===== src/rtl/mem_arbiter_if.sv =====
// Bundle of the two requester handshakes and the scratch-memory bus.
// The arbiter connects through the slave modport; the requester/memory
// environment uses the master modport.
interface mem_arbiter_if #(
  parameter int ADDR_W = 4,
  parameter int DATA_W = 8
);
  // Port 0 (fetch/control path)
  logic              req0;
  logic              rw0;
  logic [ADDR_W-1:0] addr0;
  logic [DATA_W-1:0] wdata0;
  logic              ack0;
  logic [DATA_W-1:0] rdata0;

  // Port 1 (data path)
  logic              req1;
  logic              rw1;
  logic [ADDR_W-1:0] addr1;
  logic [DATA_W-1:0] wdata1;
  logic              ack1;
  logic [DATA_W-1:0] rdata1;

  // Memory side
  logic              mem_enable;
  logic              mem_read_write;
  logic [ADDR_W-1:0] mem_address;
  logic [DATA_W-1:0] mem_data_in;
  logic [DATA_W-1:0] mem_data_out;

  logic              busy;

  modport slave (
    input  req0, rw0, addr0, wdata0,
    input  req1, rw1, addr1, wdata1,
    input  mem_data_out,
    output ack0, rdata0, ack1, rdata1,
    output mem_enable, mem_read_write, mem_address, mem_data_in,
    output busy
  );

  modport master (
    output req0, rw0, addr0, wdata0,
    output req1, rw1, addr1, wdata1,
    output mem_data_out,
    input  ack0, rdata0, ack1, rdata1,
    input  mem_enable, mem_read_write, mem_address, mem_data_in,
    input  busy
  );
endinterface


===== src/rtl/mem_arbiter.sv =====
// Round-robin two-port arbiter/sequencer for the 16x8 synchronous scratch
// memory. One transaction at a time: IDLE -> ISSUE -> (CAPTURE) -> RESP.
// Every memory-side output, ack, rdata and busy come straight from flops.
module mem_arbiter #(
  parameter int ADDR_W = 4,
  parameter int DATA_W = 8
) (
  input  logic          clk,
  input  logic          reset_n,
  mem_arbiter_if.slave  bus
);

  typedef enum logic [1:0] {
    ST_IDLE    = 2'd0,
    ST_ISSUE   = 2'd1,
    ST_CAPTURE = 2'd2,
    ST_RESP    = 2'd3
  } state_t;

  state_t            state_r, state_s;
  logic              win_r, win_s;       // granted port id
  logic              rw_r, rw_s;         // latched direction
  logic [ADDR_W-1:0] addr_r, addr_s;     // latched address
  logic [DATA_W-1:0] wdata_r, wdata_s;   // latched write data
  logic              ptr_r, ptr_s;       // port favoured on a tie

  logic              mem_enable_r, mem_enable_s;
  logic              mem_rw_r, mem_rw_s;
  logic [ADDR_W-1:0] mem_addr_r, mem_addr_s;
  logic [DATA_W-1:0] mem_din_r, mem_din_s;
  logic              ack0_r, ack0_s;
  logic              ack1_r, ack1_s;
  logic [DATA_W-1:0] rdata0_r, rdata0_s;
  logic [DATA_W-1:0] rdata1_r, rdata1_s;
  logic              busy_r, busy_s;

  logic              grant_s;            // some port wins this IDLE cycle
  logic              pick_s;             // which port wins

  // Arbitration: a lone requester wins, a tie goes to the priority pointer.
  always_comb begin
    grant_s = 1'b0;
    pick_s  = 1'b0;
    if (bus.req0 && bus.req1) begin
      grant_s = 1'b1;
      pick_s  = ptr_r;
    end else if (bus.req0) begin
      grant_s = 1'b1;
      pick_s  = 1'b0;
    end else if (bus.req1) begin
      grant_s = 1'b1;
      pick_s  = 1'b1;
    end else begin
      grant_s = 1'b0;
      pick_s  = 1'b0;
    end
  end

  // Next-state logic plus the next value of every registered output.
  always_comb begin
    state_s      = state_r;
    win_s        = win_r;
    rw_s         = rw_r;
    addr_s       = addr_r;
    wdata_s      = wdata_r;
    ptr_s        = ptr_r;
    mem_enable_s = 1'b0;
    mem_rw_s     = 1'b0;
    mem_addr_s   = mem_addr_r;
    mem_din_s    = mem_din_r;
    ack0_s       = 1'b0;
    ack1_s       = 1'b0;
    rdata0_s     = rdata0_r;
    rdata1_s     = rdata1_r;

    case (state_r)
      ST_IDLE: begin
        if (grant_s) begin
          win_s = pick_s;
          if (pick_s) begin
            rw_s    = bus.rw1;
            addr_s  = bus.addr1;
            wdata_s = bus.wdata1;
          end else begin
            rw_s    = bus.rw0;
            addr_s  = bus.addr0;
            wdata_s = bus.wdata0;
          end
          // Strobe is registered, so it is presented for the whole ISSUE cycle.
          mem_enable_s = 1'b1;
          mem_rw_s     = rw_s;
          mem_addr_s   = addr_s;
          mem_din_s    = wdata_s;
          state_s      = ST_ISSUE;
        end else begin
          state_s = ST_IDLE;
        end
      end

      ST_ISSUE: begin
        if (rw_r) begin
          // Keep direction at read so the memory holds its output for capture.
          mem_rw_s = 1'b1;
          state_s  = ST_CAPTURE;
        end else begin
          if (win_r) begin
            ack1_s = 1'b1;
          end else begin
            ack0_s = 1'b1;
          end
          state_s = ST_RESP;
        end
      end

      ST_CAPTURE: begin
        if (win_r) begin
          rdata1_s = bus.mem_data_out;
          ack1_s   = 1'b1;
        end else begin
          rdata0_s = bus.mem_data_out;
          ack0_s   = 1'b1;
        end
        state_s = ST_RESP;
      end

      ST_RESP: begin
        ptr_s   = ~win_r;
        state_s = ST_IDLE;
      end

      default: begin
        state_s = ST_IDLE;
      end
    endcase

    busy_s = (state_s != ST_IDLE);
  end

  // State, latched request and registered outputs; reset abandons any transaction.
  always_ff @(posedge clk or negedge reset_n) begin
    if (!reset_n) begin
      state_r      <= ST_IDLE;
      win_r        <= 1'b0;
      rw_r         <= 1'b0;
      addr_r       <= {ADDR_W{1'b0}};
      wdata_r      <= {DATA_W{1'b0}};
      ptr_r        <= 1'b0;
      mem_enable_r <= 1'b0;
      mem_rw_r     <= 1'b0;
      mem_addr_r   <= {ADDR_W{1'b0}};
      mem_din_r    <= {DATA_W{1'b0}};
      ack0_r       <= 1'b0;
      ack1_r       <= 1'b0;
      rdata0_r     <= {DATA_W{1'b0}};
      rdata1_r     <= {DATA_W{1'b0}};
      busy_r       <= 1'b0;
    end else begin
      state_r      <= state_s;
      win_r        <= win_s;
      rw_r         <= rw_s;
      addr_r       <= addr_s;
      wdata_r      <= wdata_s;
      ptr_r        <= ptr_s;
      mem_enable_r <= mem_enable_s;
      mem_rw_r     <= mem_rw_s;
      mem_addr_r   <= mem_addr_s;
      mem_din_r    <= mem_din_s;
      ack0_r       <= ack0_s;
      ack1_r       <= ack1_s;
      rdata0_r     <= rdata0_s;
      rdata1_r     <= rdata1_s;
      busy_r       <= busy_s;
    end
  end

  assign bus.mem_enable     = mem_enable_r;
  assign bus.mem_read_write = mem_rw_r;
  assign bus.mem_address    = mem_addr_r;
  assign bus.mem_data_in    = mem_din_r;
  assign bus.ack0           = ack0_r;
  assign bus.ack1           = ack1_r;
  assign bus.rdata0         = rdata0_r;
  assign bus.rdata1         = rdata1_r;
  assign bus.busy           = busy_r;

endmodule


===== src/flat_wrapper.sv =====
// flat-port wrapper written by rule: the top's interface ports become plain ports
module mem_arbiter_flat 
#(
  parameter int ADDR_W = 4,
  parameter int DATA_W = 8
)
  (clk, reset_n, bus_req0, bus_rw0, bus_addr0, bus_wdata0, bus_req1, bus_rw1, bus_addr1, bus_wdata1, bus_mem_data_out, bus_ack0, bus_rdata0, bus_ack1, bus_rdata1, bus_mem_enable, bus_mem_read_write, bus_mem_address, bus_mem_data_in, bus_busy);
  mem_arbiter_if #(.ADDR_W(ADDR_W), .DATA_W(DATA_W)) bus_i ();
  input  logic clk;
  input  logic reset_n;
  input wire logic [$bits(bus_i.req0)-1:0] bus_req0;
  input wire logic [$bits(bus_i.rw0)-1:0] bus_rw0;
  input wire logic [$bits(bus_i.addr0)-1:0] bus_addr0;
  input wire logic [$bits(bus_i.wdata0)-1:0] bus_wdata0;
  input wire logic [$bits(bus_i.req1)-1:0] bus_req1;
  input wire logic [$bits(bus_i.rw1)-1:0] bus_rw1;
  input wire logic [$bits(bus_i.addr1)-1:0] bus_addr1;
  input wire logic [$bits(bus_i.wdata1)-1:0] bus_wdata1;
  input wire logic [$bits(bus_i.mem_data_out)-1:0] bus_mem_data_out;
  output wire logic [$bits(bus_i.ack0)-1:0] bus_ack0;
  output wire logic [$bits(bus_i.rdata0)-1:0] bus_rdata0;
  output wire logic [$bits(bus_i.ack1)-1:0] bus_ack1;
  output wire logic [$bits(bus_i.rdata1)-1:0] bus_rdata1;
  output wire logic [$bits(bus_i.mem_enable)-1:0] bus_mem_enable;
  output wire logic [$bits(bus_i.mem_read_write)-1:0] bus_mem_read_write;
  output wire logic [$bits(bus_i.mem_address)-1:0] bus_mem_address;
  output wire logic [$bits(bus_i.mem_data_in)-1:0] bus_mem_data_in;
  output wire logic [$bits(bus_i.busy)-1:0] bus_busy;
  assign bus_i.req0 = bus_req0;
  assign bus_i.rw0 = bus_rw0;
  assign bus_i.addr0 = bus_addr0;
  assign bus_i.wdata0 = bus_wdata0;
  assign bus_i.req1 = bus_req1;
  assign bus_i.rw1 = bus_rw1;
  assign bus_i.addr1 = bus_addr1;
  assign bus_i.wdata1 = bus_wdata1;
  assign bus_i.mem_data_out = bus_mem_data_out;
  assign bus_ack0 = bus_i.ack0;
  assign bus_rdata0 = bus_i.rdata0;
  assign bus_ack1 = bus_i.ack1;
  assign bus_rdata1 = bus_i.rdata1;
  assign bus_mem_enable = bus_i.mem_enable;
  assign bus_mem_read_write = bus_i.mem_read_write;
  assign bus_mem_address = bus_i.mem_address;
  assign bus_mem_data_in = bus_i.mem_data_in;
  assign bus_busy = bus_i.busy;
  mem_arbiter #(.ADDR_W(ADDR_W), .DATA_W(DATA_W)) u_core (.clk(clk), .reset_n(reset_n), .bus(bus_i));
endmodule

===== config.mk =====
export PLATFORM = sky130hd
export DESIGN_NAME = mem_arbiter_flat
export DESIGN_NICKNAME = d
export VERILOG_FILES = /design/src/rtl/mem_arbiter_if.sv /design/src/rtl/mem_arbiter.sv /design/src/flat_wrapper.sv
export SDC_FILE = /design/constraint.sdc
export NUM_CORES = 1
export LEC_CHECK = 0
export BUFFER_PORTS_ARGS = -buffer_cell sky130_fd_sc_hd__buf_2
export CAP_MARGIN = 20
export CORE_UTILIZATION = 46
export DETAILED_ROUTE_END_ITERATION = 10
export PLACE_DENSITY = 0.84
export SYNTH_ARGS = -nofsm -noshare
export SYNTH_HDL_FRONTEND = slang
export SYNTH_SLANG_ARGS = --single-unit

===== constraint.sdc =====
create_clock -name clk -period 2 [get_ports clk]
set_clock_uncertainty 0.2 [all_clocks]
set_input_delay 0.3 -clock clk [delete_from_list [all_inputs] [get_ports clk]]
set_output_delay 0.3 -clock clk [all_outputs]
set_load 0.03 [all_outputs]

==> reports/results.txt <==
Outcome - finished clean
Commonest non-fill, non-tap cells in the layout - 70 x buf_2, 38 x dfrtp_1, 17 x nor2_1
Placed Cells - 255
CP endpoint - u_core.bus.rdata1[0]
Gr usage total - 18.2%
Die ar. - 0.00381 mm2
Util after Layout - 65.1%
Crit path cell chain - inv_1 > ha_1 > nand2_1 > mux2_2
First-pass GRT wire length - 4970 um
RR Endpoint - u_core.bus.rdata1[0]
RSZ-0062 raised after global routing - no
DRT Pass-1 Iters - 4
H-tree Lvls - 2
IO buf count - 70
Initial antenna violation count - 0
Critical path type - reg -> reg
Site row count - 21
Synth unique cells - 26
Synth-to-Final Area Change - 34.4%
Non-Filler Instances - 271
CTS tree - done
# Max-Cap Violations - 0
Max rail drop VDD - 777 uV
Max Slew Vio Count - 0
Fmax - 587 MHz
Clock tree buffer depth - 2
Mapped Nets - 187
Pwr/cell area - 1770 mW/mm2
Fin nets - 267
DR iter-0 viols - 24
Hold slack - 0.0243 ns
Min Tclk post-route - 1.70 ns
Worst skew pair latency - 0.33 ns
# setup viols final - 0
Crit Reg-Reg Startpoint - u_core.state_r[0]
CP Capture Type - register
Worst slew margin - 62.3%
Area of the multi-input gates - 618 um2
#FFs+latches synth - 38
R2r worst-path depth - 4
Final clock period utilization by the worst path - 85.2%
Gr ovfl total - 0
Ports - 71
Antenna Cells - 0
Pin count of the biggest net entering global routing - 39
Worst Max-Slew Pin Slew - 0.565 ns
Vias in the first global route - 1,154
Hold Crit Depth - 2
Sequential fraction of the synthesis area - 57.9%
Final Hold Fails - 0
Critical Path Fanout Max - 8
Layout cells sized above 1 - 44.0%
Mean Syn Cell Area - 11.4 um2
Die W - 61.7 um
Worst Setup Start Kind - register
Wire per inst - 12.2 um
Worst Setup SP - u_core.state_r[0]
# clock sinks - 38
Synth warnings - 0
Fill cells - 273
Inserted Clock Buffers - 5
Setup_tns - 0 ns
Dpl cell area - 0.00201 mm2
Worst-path clk slew - 0.11 ns
Final GP Congestion - 0.757
Post-route ant nets - 0
Type of the worst min-delay path - in -> reg
# DRC - 0
Root Buffer - clkbuf_4
Register Area - 951 um2
R2r setup slk - 0.30 ns
Leak - 1.07 nW
Routed WL - 3310 um
Post-route cell area - 0.00221 mm2
Most common cell after layout, fill and taps aside - buf_2
Post-DP HPWL - 2400 um
Area of the mapped netlist - 0.00164 mm2
Max stage delay on crit path - 0.39 ns
Slowest cell on crit path - dfrtp_1
Via count - 1,346
CP arrival - 1.72 ns
Vias per inst - 4.97
Synthesized instance count - 144
WP data required - 2.02 ns
Initial Utilization - 48.4%
Core Area - 0.00339 mm2
Chip height - 61.7 um
==> cells by family (layout without fill, tap and decap cells) <==
family	Yosys count	in the layout	synth area share [%]
fa+ha+maj	5	5	3.81
buf+inv	12	93	4.42
simple gates	41	41	11.7
compound gates	32	32	11.2
mux	16	16	11.0
flops	38	38	57.9
==> per-layer routing <==
| layer | vias to the layer above | part of all wire, % | track usage (%) |
|---|---|---|---|
| li1 | 666 | - | - |
| met1 | 610 | 44 | 21.5 |
| met2 | 65 | 47 | 30.6 |
| met3 | 5 | 7.8 | 6.00 |
| met4 | 0 | 1.1 | 7.62 |
| met5 | - | 0 | 0 |
==> synthesized netlist by cell type (all sizes together) <==
master	n	area (um2)
dfrtp	38	951
nor2	17	63.8
mux2	16	180
nand3	15	75.1
o21ai	15	75.1
a31oi	13	81.3
buf	6	48.8
ha	5	62.6
inv	4	15.0
nand2	3	13.8
clkbuf	2	8.75
a21oi	1	5.00
and2b	1	7.51
nand2b	1	6.26
nand4	1	6.26
nor2b	1	6.26
nor3	1	5.00
nor3b	1	7.51
o211ai	1	7.51
o21a	1	7.51
o21bai	1	7.51
==> layout make-up <==
type                       instances  share of cell area, %
clock buffer                       6                   2.33
multi-input combinational         94                   28.0
tap                               46                   2.61
clock inverter                     2                   2.72
inverter                           4                  0.681
sequential                        38                   43.1
timing repair buffer              81                   20.5
==> sequential cells by signal (all words and copies together), names as in the netlist, 2 cells and up <==
register                count
u_core.bus.rdata1           8
u_core.bus.mem_address      4
u_core.state_r              2
u_core.bus.mem_data_in      8
u_core.bus.rdata0           8
==> worst min path at each step <==
stage,from,to
2_1_floorplan,reset_n,u_core.bus.ack0
3_3_place_gp,reset_n,u_core.bus.rdata0[0]
3_5_place_dp,reset_n,u_core.bus.rdata0[0]
4_1_cts,bus_mem_data_out[2],u_core.bus.rdata0[2]
5_1_grt,bus_wdata0[6],u_core.bus.mem_data_in[6]
6_report,bus_mem_data_out[6],u_core.bus.rdata0[6]
==> critical path, delay by kind of cell (launching register included) <==
kind | cells | cell delay, ns
adders and majority gates | 1 | 0.25
buffers and inverters | 1 | 0.08
DFF | 1 | 0.39
muxes | 1 | 0.38
and+or+nand+nor | 1 | 0.29
==> what timing repair did <==
item / CTS / global route
endpoints found under the hold margin: 42 / 6
endpoints found under the setup margin: 0 / 0
buffers inserted: 0 / 0
hold buffers: 4 / 4
gates resized for setup: 0 / 0
==> report_power, final <==
| part | internal, mW | leakage [nW] | switching [mW] |
|---|---|---|---|
| combinational | 0.673 | 0.566 | 1.22 |
| sequential | 1.15 | 0.441 | 0.190 |
| clock | 0.424 | 0.0585 | 0.240 |
==> through the flow <==
stage	setup WS (ns)	power, mW
after floorplan	0.454	2.73
after global placement	0.374	3.19
after detailed placement	0.290	3.25
after CTS	0.280	3.92
after global routing	0.193	4.19
final	0.296	3.90
(Power assumes the default switching activity.)
